**config.mk**
```make
export PLATFORM = sky130hd
export DESIGN_NAME = bit_serial_subtractor
export DESIGN_NICKNAME = d
export VERILOG_FILES = /design/src/rtl/bit_serial_sub_pkg.sv /design/src/rtl/full_subtractor_cell.sv /design/src/rtl/bit_serial_subtractor.sv
export SDC_FILE = /design/constraint.sdc
export NUM_CORES = 1
export LEC_CHECK = 0
export CAP_MARGIN = 40
export CELL_PAD_IN_SITES_DETAIL_PLACEMENT = 1
export CELL_PAD_IN_SITES_GLOBAL_PLACEMENT = 1
export CORE_ASPECT_RATIO = 0.75
export CORE_MARGIN = 4
export CORE_UTILIZATION = 41
export CTS_CLUSTER_SIZE = 10
export DETAILED_ROUTE_END_ITERATION = 10
export GPL_ROUTABILITY_DRIVEN = 0
export PLACE_DENSITY = 0.87
export SYNTH_ARGS = -nofsm -noshare
export SYNTH_HDL_FRONTEND = slang
export SYNTH_HIERARCHICAL = 1
export SYNTH_SLANG_ARGS = --single-unit
export TNS_END_PERCENT = 50
```
**constraint.sdc**
```tcl
create_clock -name clk -period 3.6 [get_ports clk]
set_input_delay 0.9 -clock clk [delete_from_list [all_inputs] [get_ports clk]]
set_output_delay 0.9 -clock clk [all_outputs]
set_load 0.02 [all_outputs]
```
**src/rtl/bit_serial_sub_pkg.sv**
```systemverilog
// Shared types and defaults for the bit-serial subtractor.
package bit_serial_sub_pkg;

    localparam int unsigned WIDTH_DEFAULT = 8;

    typedef enum logic [1:0] {
        IDLE = 2'd0,
        RUN  = 2'd1,
        DONE = 2'd2
    } state_t;

endpackage

```
**src/rtl/full_subtractor_cell.sv**
```systemverilog
// Combinational full-subtractor cell: D = A - B - Bin, Bout = borrow out.
module full_subtractor_cell (
    input  logic A,
    input  logic B,
    input  logic Bin,
    output logic D,
    output logic Bout
);

    always_comb begin
        D    = A ^ B ^ Bin;
        Bout = (~A & B) | (~(A ^ B) & Bin);
    end

endmodule

```
**src/rtl/bit_serial_subtractor.sv**
```systemverilog
// Bit-serial A - B - borrow_in, LSB first, one bit per clock, valid/ready on both sides.
// Optional signed-overflow output enabled by `define SERIAL_SUB_SIGNED_OVF_EN.
module bit_serial_subtractor
    import bit_serial_sub_pkg::*;
#(
    parameter int unsigned WIDTH = WIDTH_DEFAULT
) (
    input  logic             clk,
    input  logic             rst_n,
    input  logic             start_valid,
    output logic             start_ready,
    input  logic [WIDTH-1:0] a_in,
    input  logic [WIDTH-1:0] b_in,
    input  logic             borrow_in,
    output logic             done_valid,
    input  logic             done_ready,
    output logic [WIDTH-1:0] diff_out,
    output logic             borrow_out,
    output logic             busy
`ifdef SERIAL_SUB_SIGNED_OVF_EN
    ,
    output logic             ovf_out
`endif
);

    localparam int unsigned CW = $clog2(WIDTH);
    localparam logic [CW-1:0] LAST_CNT = CW'(WIDTH - 1);

    state_t           state_q, state_d;
    logic [WIDTH-1:0] a_q, b_q, res_q;
    logic             bw_q;
    logic [CW-1:0]    cnt_q;
    logic             cell_d, cell_bout;

    full_subtractor_cell u_cell (
        .A    (a_q[0]),
        .B    (b_q[0]),
        .Bin  (bw_q),
        .D    (cell_d),
        .Bout (cell_bout)
    );

    always_ff @(posedge clk or negedge rst_n) begin
        if (!rst_n) begin
            state_q <= IDLE;
        end else begin
            state_q <= state_d;
        end
    end

    // Results are masked outside DONE so nothing stale is ever presented.
    always_comb begin
        state_d     = state_q;
        start_ready = 1'b0;
        done_valid  = 1'b0;
        busy        = 1'b0;
        diff_out    = '0;
        borrow_out  = 1'b0;
        case (state_q)
            IDLE: begin
                start_ready = 1'b1;
                if (start_valid) state_d = RUN;
            end
            RUN: begin
                busy = 1'b1;
                if (cnt_q == LAST_CNT) state_d = DONE;
            end
            DONE: begin
                busy       = 1'b1;
                done_valid = 1'b1;
                diff_out   = res_q;
                borrow_out = bw_q;
                if (done_ready) state_d = IDLE;
            end
            default: state_d = IDLE;
        endcase
    end

    always_ff @(posedge clk or negedge rst_n) begin
        if (!rst_n) begin
            a_q   <= '0;
            b_q   <= '0;
            res_q <= '0;
            bw_q  <= 1'b0;
            cnt_q <= '0;
        end else begin
            case (state_q)
                IDLE: begin
                    if (start_valid) begin
                        a_q   <= a_in;
                        b_q   <= b_in;
                        res_q <= '0;
                        bw_q  <= borrow_in;
                        cnt_q <= '0;
                    end
                end
                RUN: begin
                    a_q   <= {1'b0, a_q[WIDTH-1:1]};
                    b_q   <= {1'b0, b_q[WIDTH-1:1]};
                    res_q <= {cell_d, res_q[WIDTH-1:1]};
                    bw_q  <= cell_bout;
                    cnt_q <= cnt_q + 1'b1;
                end
                default: ;
            endcase
        end
    end

`ifdef SERIAL_SUB_SIGNED_OVF_EN
    logic ovf_q;

    // On the last step bw_q is the borrow into the MSB and cell_bout the borrow out.
    always_ff @(posedge clk or negedge rst_n) begin
        if (!rst_n) begin
            ovf_q <= 1'b0;
        end else if (state_q == IDLE && start_valid) begin
            ovf_q <= 1'b0;
        end else if (state_q == RUN && cnt_q == LAST_CNT) begin
            ovf_q <= bw_q ^ cell_bout;
        end
    end

    always_comb begin
        ovf_out = (state_q == DONE) ? ovf_q : 1'b0;
    end
`endif

endmodule

```
==> summary.md, run 1 <==
| Metric | Value |
|---|---|
| Count leader, synth | `dfrtp_1` |
| Synth Register Bits | `30` |
| Finished Cell Area | `0.001921 mm^2` |
| Clock root cell | `clkbuf_8` |
| R2r worst-path depth | `5` |
| Hold WC Path Type | `flip-flop to flip-flop` |
| Arr. time, crit path | `1950 ps` |
| Initial antenna violation count | `0` |
| Total CTS buffers | `5` |
| Crit Path Class | `flip-flop to output port` |
| P_leak | `0.8639 nW` |
| Slowest-stage cell, CP | `clkdlybuf4s50_1` |
| Core ar. | `0.003356 mm^2` |
| Post-Synthesis Cells | `130` |
| Pins Over Slew Limit | `0` |
| Final setup viols | `0` |
| Diode count | `0` |
| Clock buffer depth | `2` |
| Final Power | `1.597 mW` |
| Yosys cell types | `19` |
| Syn Nets | `158` |
| IO Pins | `33` |
| Row count | `18` |
| # resized after CTS | `0` |
| Clock sink count | `30` |
| Cell family with most CP delay | `buffers and inverters` |
| Final Skew | `3.027 ps` |
| Die height | `59.84 um` |
| Non-filler cells in the finished layout | `205` |
| Grt ovf | `0` |
| Origin of the critical flop-to-flop path | `state_q[1]$_DFFE_PN0P_` |
| Fin crit share | `79.14%` |
| Status | `finished, final reports clean` |
| Max VDD drop | `480.0 uV` |
| Clock-pin slew on the worst setup and hold paths | `60 ps` |
| Synth area leader | `dfrtp_1` |
| Via count | `1080` |
| Sequential area share after synthesis | `51.11%` |
| Die X-Extent | `77.12 um` |
| Detail Route Antenna Nets | `0` |
| Max_cap viols | `0` |
| Full die area | `0.004614 mm^2` |
| Crit-path max FO | `11` |
| Starting density of the core | `43.77%` |
| Drt pass-1 iters | `4` |
| Largest net degree at the start of global routing | `31` |
| Worst slew margin | `47.70%` |
| Total number of H-tree levels | `2` |
| Unrepaired setup endpoints after global routing | `no` |
| First-pass GRT wire length | `5.913 mm` |
| Final WL | `3.340 mm` |
| Final nets | `193` |
| Placed Instances | `198` |
| Layout cells sized above 1 | `8.485%` |
| Total Negative Setup Slacks | `0 ps` |
| Hold buffers post-CTS | `0` |
| DRC Markers | `0` |
| Post-Syn Area | `0.001469 mm^2` |
| Critical path capture point type | `output port` |
| Drt initial violations | `61` |
| Hold Fails Final Rpt | `0` |
| I/O Buffers | `32` |
| Hold depth | `2` |
| HPWL after detailed placement | `2.391 mm` |
| Worst EP required | `2700 ps` |
| Post-CTS Setup Inserts | `0` |
| Via density | `5.268` |
| Critical path startpoint category | `flip-flop` |
| Pwr dens | `831.5 mW/mm^2` |
| Post-synth top flop | `dfrtp_1` |
| Final Critical Period | `2849 ps` |
| Clock latency on the worst-skew pair | `280 ps` |
| Asr flop ratio synth | `100.0%` |
| Worst-Margin Slew | `782.9 ps` |
| Synth top area share | `51.11%` |
| Largest stage delay, worst path | `600 ps` |
| DR WL/cell | `16.29 um` |
| Flop-to-flop setup slack | `1580 ps` |
| CP bufs+invs | `2` |
| Setup crit start | `state_q[0]$_DFFE_PN0P_` |
| List of most frequent post-synthesis cells | `30 x dfrtp_1, 17 x nand2_1, 17 x o21ai_0` |
| Synth warn | `6` |
| Area Overhead vs Synth | `30.75%` |
| Vias in the first global route | `1233` |
| Max Freq | `351.0 MHz` |
| Syn avg cell area | `11.30 um^2` |
| CP cell instances | `inv_1 -> ha_1 -> and2_1 -> clkdlybuf4s50_1` |
| CTS tree | `built` |
| Post-Place Cell Area | `0.001844 mm^2` |
| EDFF count, synth | `0` |
| Top post-synthesis cells by area | `dfrtp_1 51%, mux2i_1 10%, a22o_1 6.0%, o21ai_0 5.8%, ha_1 5.1%` |
| Critical path depth | `4` |
| GRT Total Usage | `17.03%` |
| Hold wc startpoint | `b_q[0]$_DFFE_PN0P_` |
==> area by class of cell <==
type | count | area, um^2
fill | 364 | 1435
sequential | 30 | 750.7
multi-input combinational | 86 | 654.4
timing repair buffer | 35 | 362.8
clock buffer | 7 | 76.32
tap | 40 | 50.05
inverter | 7 | 26.28
==> worst paths after layout <==
check / to
setup / recovery: diff_out[0]
hold / removal: b_q[0]$_DFFE_PN0P_
max in group asynchronous: a_q[5]$_DFFE_PN0P_
hold reg to reg: b_q[0]$_DFFE_PN0P_
min in group asynchronous: b_q[5]$_DFFE_PN0P_
setup reg to reg: cnt_q[0]$_DFFE_PN0P_
==> state kept, by name, indices dropped and copies added (netlist names) <==
| register | count |
|---|---|
| state_q | 2 |
| b_q | 8 |
| a_q | 8 |
| res_q | 8 |
| bw_q | 1 |
| cnt_q | 3 |
==> worst reg2reg max path, cell delays in order (launching register included) <==
cell	delay [ps]
dfrtp_1	390
inv_1	110
ha_1	160
buf_4	310
nor2b_1	690
mux2_2	300
==> routing by layer <==
metal,vias to the layer above,track usage (%),part of all wire [%]
met4,0,8.376,2.1
met3,8,6.175,4.6
met1,536,19.83,43
li1,513,-,-
met5,-,0,0
met2,23,28.41,50
==> cells by family (layout without fill, tap and decap cells) <==
logic type / Yosys count / after routing / share of synthesized area (%)
AOI/OAI and AO/OA: 30 / 30 / 13.63
adders and majority gates: 7 / 7 / 6.474
buffers and inverters: 14 / 49 / 4.940
DFF: 30 / 30 / 51.11
muxes: 19 / 19 / 13.46
and+or+nand+nor: 30 / 30 / 10.39
==> report_power, final <==
group	internal [mW]	switching, mW
clock network	0.133	0.118
registers	0.487	0.0967
logic	0.361	0.402
total	0.980	0.616
==> layout by cell type (no fill, tap or decap) <==
cell	n
and2_1	9
ha_1	6
clkbuf_8	5
dfrtp_1	30
a221oi_2	1
clkdlybuf4s50_1	32
a31oi_1	2
buf_16	1
inv_1	7
mux2i_4	1
clkbuf_1	2
nor2b_1	3
fa_1	1
a22o_1	10
mux2_2	3
buf_4	2
o21ai_0	17
nor2b_4	1
nand2_1	17
mux2i_1	15
==> metrics by stage <==
| step | hold WS, ps | utilization (%) | worst slack [ps] |
|---|---|---|---|
| floorplan | 449.6 | - | 1561 |
| global placement | 461.2 | 54.14 | 1024 |
| detailed placement | 474.5 | 54.96 | 1045 |
| CTS | 488.4 | 57.23 | 738.6 |
| global route | 533.5 | 57.23 | 629.3 |
| finish | 485.8 | 57.23 | 751.1 |
No activity file was read; power rests on OpenSTA's default activity.
==> run 2, diff against run 1 <==
- CORE_UTILIZATION: 41 -> 35
- PLACE_DENSITY: 0.87 -> 0.79
- clock period: 3.6 -> 2.4 ns (I/O delays scaled with it)
==> run 2 against run 1 <==
  * Power increased by 47%
  * Design area grew 2.0%
  * Clock-buffer cell count did not move
  * Wire length decreased by 4.9%
  * Largest cell class unchanged
  * Worst setup slack got worse by 600 ps
  * Via count decreased by 0.83%
  * Clock power is 49% higher
  * Sequential cell count stayed put
  * Core utilization fell by 8.9 points
  * Critical path type unchanged
==> summary.md, run 2 (synthesis results as in run 1) <==
| Metric | Value |
|---|---|
| Row count | `20` |
| Fin util | `48.30%` |
| Unrepaired setup endpoints after global routing | `no` |
| Status | `finished, final reports clean` |
| Fin crit share | `93.61%` |
| Die X-Extent | `82.81 um` |
| Final nets | `196` |
| Clock latency on the worst-skew pair | `270 ps` |
| Post-CTS Setup Inserts | `0` |
| Most common cell after layout, fill and taps aside | `dfrtp_1` |
| Hold WC Path Type | `flip-flop to flip-flop` |
| Vias in the first global route | `1213` |
| Total Negative Setup Slacks | `0 ps` |
| Clock sink count | `30` |
| Clock buffer depth | `2` |
| Via count | `1071` |
| Via density | `4.803` |
| Area Overhead vs Synth | `33.31%` |
| DRC Markers | `0` |
| IO Pins | `33` |
| Pins Over Slew Limit | `0` |
| Worst EP required | `1800 ps` |
| Worst-Margin Slew | `742.4 ps` |
| Drt initial violations | `45` |
| Diode count | `0` |
| Arr. time, crit path | `1650 ps` |
| Core ar. | `0.004054 mm^2` |
| Grt ovf | `0` |
| P_leak | `0.9678 nW` |
| CTS tree | `built` |
| Pwr dens | `1203 mW/mm^2` |
| First-pass GRT wire length | `5.733 mm` |
| Critical path startpoint category | `flip-flop` |
| Final setup viols | `0` |
| Cell family with most CP delay | `buffers and inverters` |
| Critical path capture point type | `output port` |
| Crit Path Class | `flip-flop to output port` |
| Top Registers | `a_q x8, b_q x8, res_q x8` |
| Flop-to-flop setup slack | `420 ps` |
| CP bufs+invs | `2` |
| Final Critical Period | `2247 ps` |
| Total number of H-tree levels | `2` |
| Worst slew margin | `50.40%` |
| Starting density of the core | `36.23%` |
| Largest net degree at the start of global routing | `31` |
| Die height | `64.11 um` |
| Layout cells sized above 1 | `10.71%` |
| Clock root cell | `clkbuf_8` |
| Post-Place Cell Area | `0.001866 mm^2` |
| Final WL | `3.178 mm` |
| HPWL after detailed placement | `2.397 mm` |
| Slowest-stage cell, CP | `clkdlybuf4s50_1` |
| Full die area | `0.005308 mm^2` |
| Final Skew | `2.306 ps` |
| Total CTS buffers | `5` |
| CP cell instances | `inv_1 -> ha_4 -> clkdlybuf4s50_1` |
| Hold Fails Final Rpt | `0` |
| Final Power | `2.355 mW` |
| Detail Route Antenna Nets | `0` |
| Drt pass-1 iters | `2` |
| Crit-path max FO | `11` |
| Max Freq | `445.1 MHz` |
| Clock-pin slew on the worst setup and hold paths | `60 ps` |
| Max_cap viols | `0` |
| DR WL/cell | `14.25 um` |
| Most frequent cells in the layout | `30 x dfrtp_1, 23 x clkdlybuf4s50_1, 17 x nand2_1, 17 x o21ai_0, 15 x mux2i_1` |
| Fillers | `454` |
| GRT Total Usage | `13.31%` |
| Max VDD drop | `422.3 uV` |
| Largest stage delay, worst path | `620 ps` |
| I/O Buffers | `32` |
| Initial antenna violation count | `0` |
| Finished Cell Area | `0.001958 mm^2` |
## run 2: changes by cell type in the layout (fill, tap and decap cells not counted), sizes merged
cell	previous run	this run
buf	3	6
clkdlybuf4s50	32	23
dlygate4sd2	0	5
dlymetal6s2s	0	4
## run 2: per-stage QoR
step / instances / worst slack [ps] / hold slack [ps]
2_1_floorplan: 130 / 660.7 / 304.4
3_3_place_gp: 216 / 191.9 / 462.2
3_5_place_dp: 216 / 110.5 / 471.0
4_1_cts: 223 / 1.920 / 484.4
5_1_grt: 223 / 64.01 / 528.5
6_report: 223 / 153.4 / 481.9
## run 2: worst min-delay path, cell delays in order, from the launching register on
cell and delay, ps:
dfrtp_1 340, nand2_1 50, o21ai_0 60
## run 2: final timing paths
| kind | from | to | cells past startpoint |
|---|---|---|---|
| worst max-delay path | state_q[0]$_DFFE_PN0P_ | done_valid | 3 |
| worst min-delay path | a_q[3]$_DFFE_PN0P_ | a_q[3]$_DFFE_PN0P_ | 2 |
| worst max register to register | state_q[0]$_DFFE_PN0P_ | cnt_q[0]$_DFFE_PN0P_ | 6 |
| worst min register to register | a_q[3]$_DFFE_PN0P_ | a_q[3]$_DFFE_PN0P_ | 2 |
| max in group asynchronous | rst_n | res_q[1]$_DFFE_PN0P_ | 2 |
| min in group asynchronous | rst_n | b_q[4]$_DFFE_PN0P_ | 2 |
## run 2: timing repair
item / 4_1_cts / 5_1_grt
hold buffers: 0 / 0
gates cloned: 0 / 0
setup endpoints to repair: 10 / 4
gates resized for setup: 7 / 4
## run 2: report_power, final
part | total [mW] | internal (mW) | leakage (nW) | switching [mW]
logic | 1.11 | 0.531 | 0.543 | 0.580
registers | 0.871 | 0.730 | 0.386 | 0.141
clock network | 0.373 | 0.199 | 0.0383 | 0.174
## run 2: per-layer routing
| layer | GRT usage [%] | wire, um |
|---|---|---|
| met1 | 15.22 | 1343 |
| met2 | 24.90 | 1704 |
| met3 | 3.479 | 117 |
| met4 | 3.061 | 12 |
| met5 | 0 | 0 |
## run 2: area by class of cell
| type | instances | area (um^2) | share of cell area, % |
|---|---|---|---|
| well taps | 55 | 68.82 | 3.514 |
| multi-input cells | 86 | 666.9 | 34.06 |
| clock buffers | 7 | 76.32 | 3.898 |
| inverters | 7 | 26.28 | 1.342 |
| flip-flops and latches | 30 | 750.7 | 38.34 |
| repair buffers | 38 | 369.1 | 18.85 |
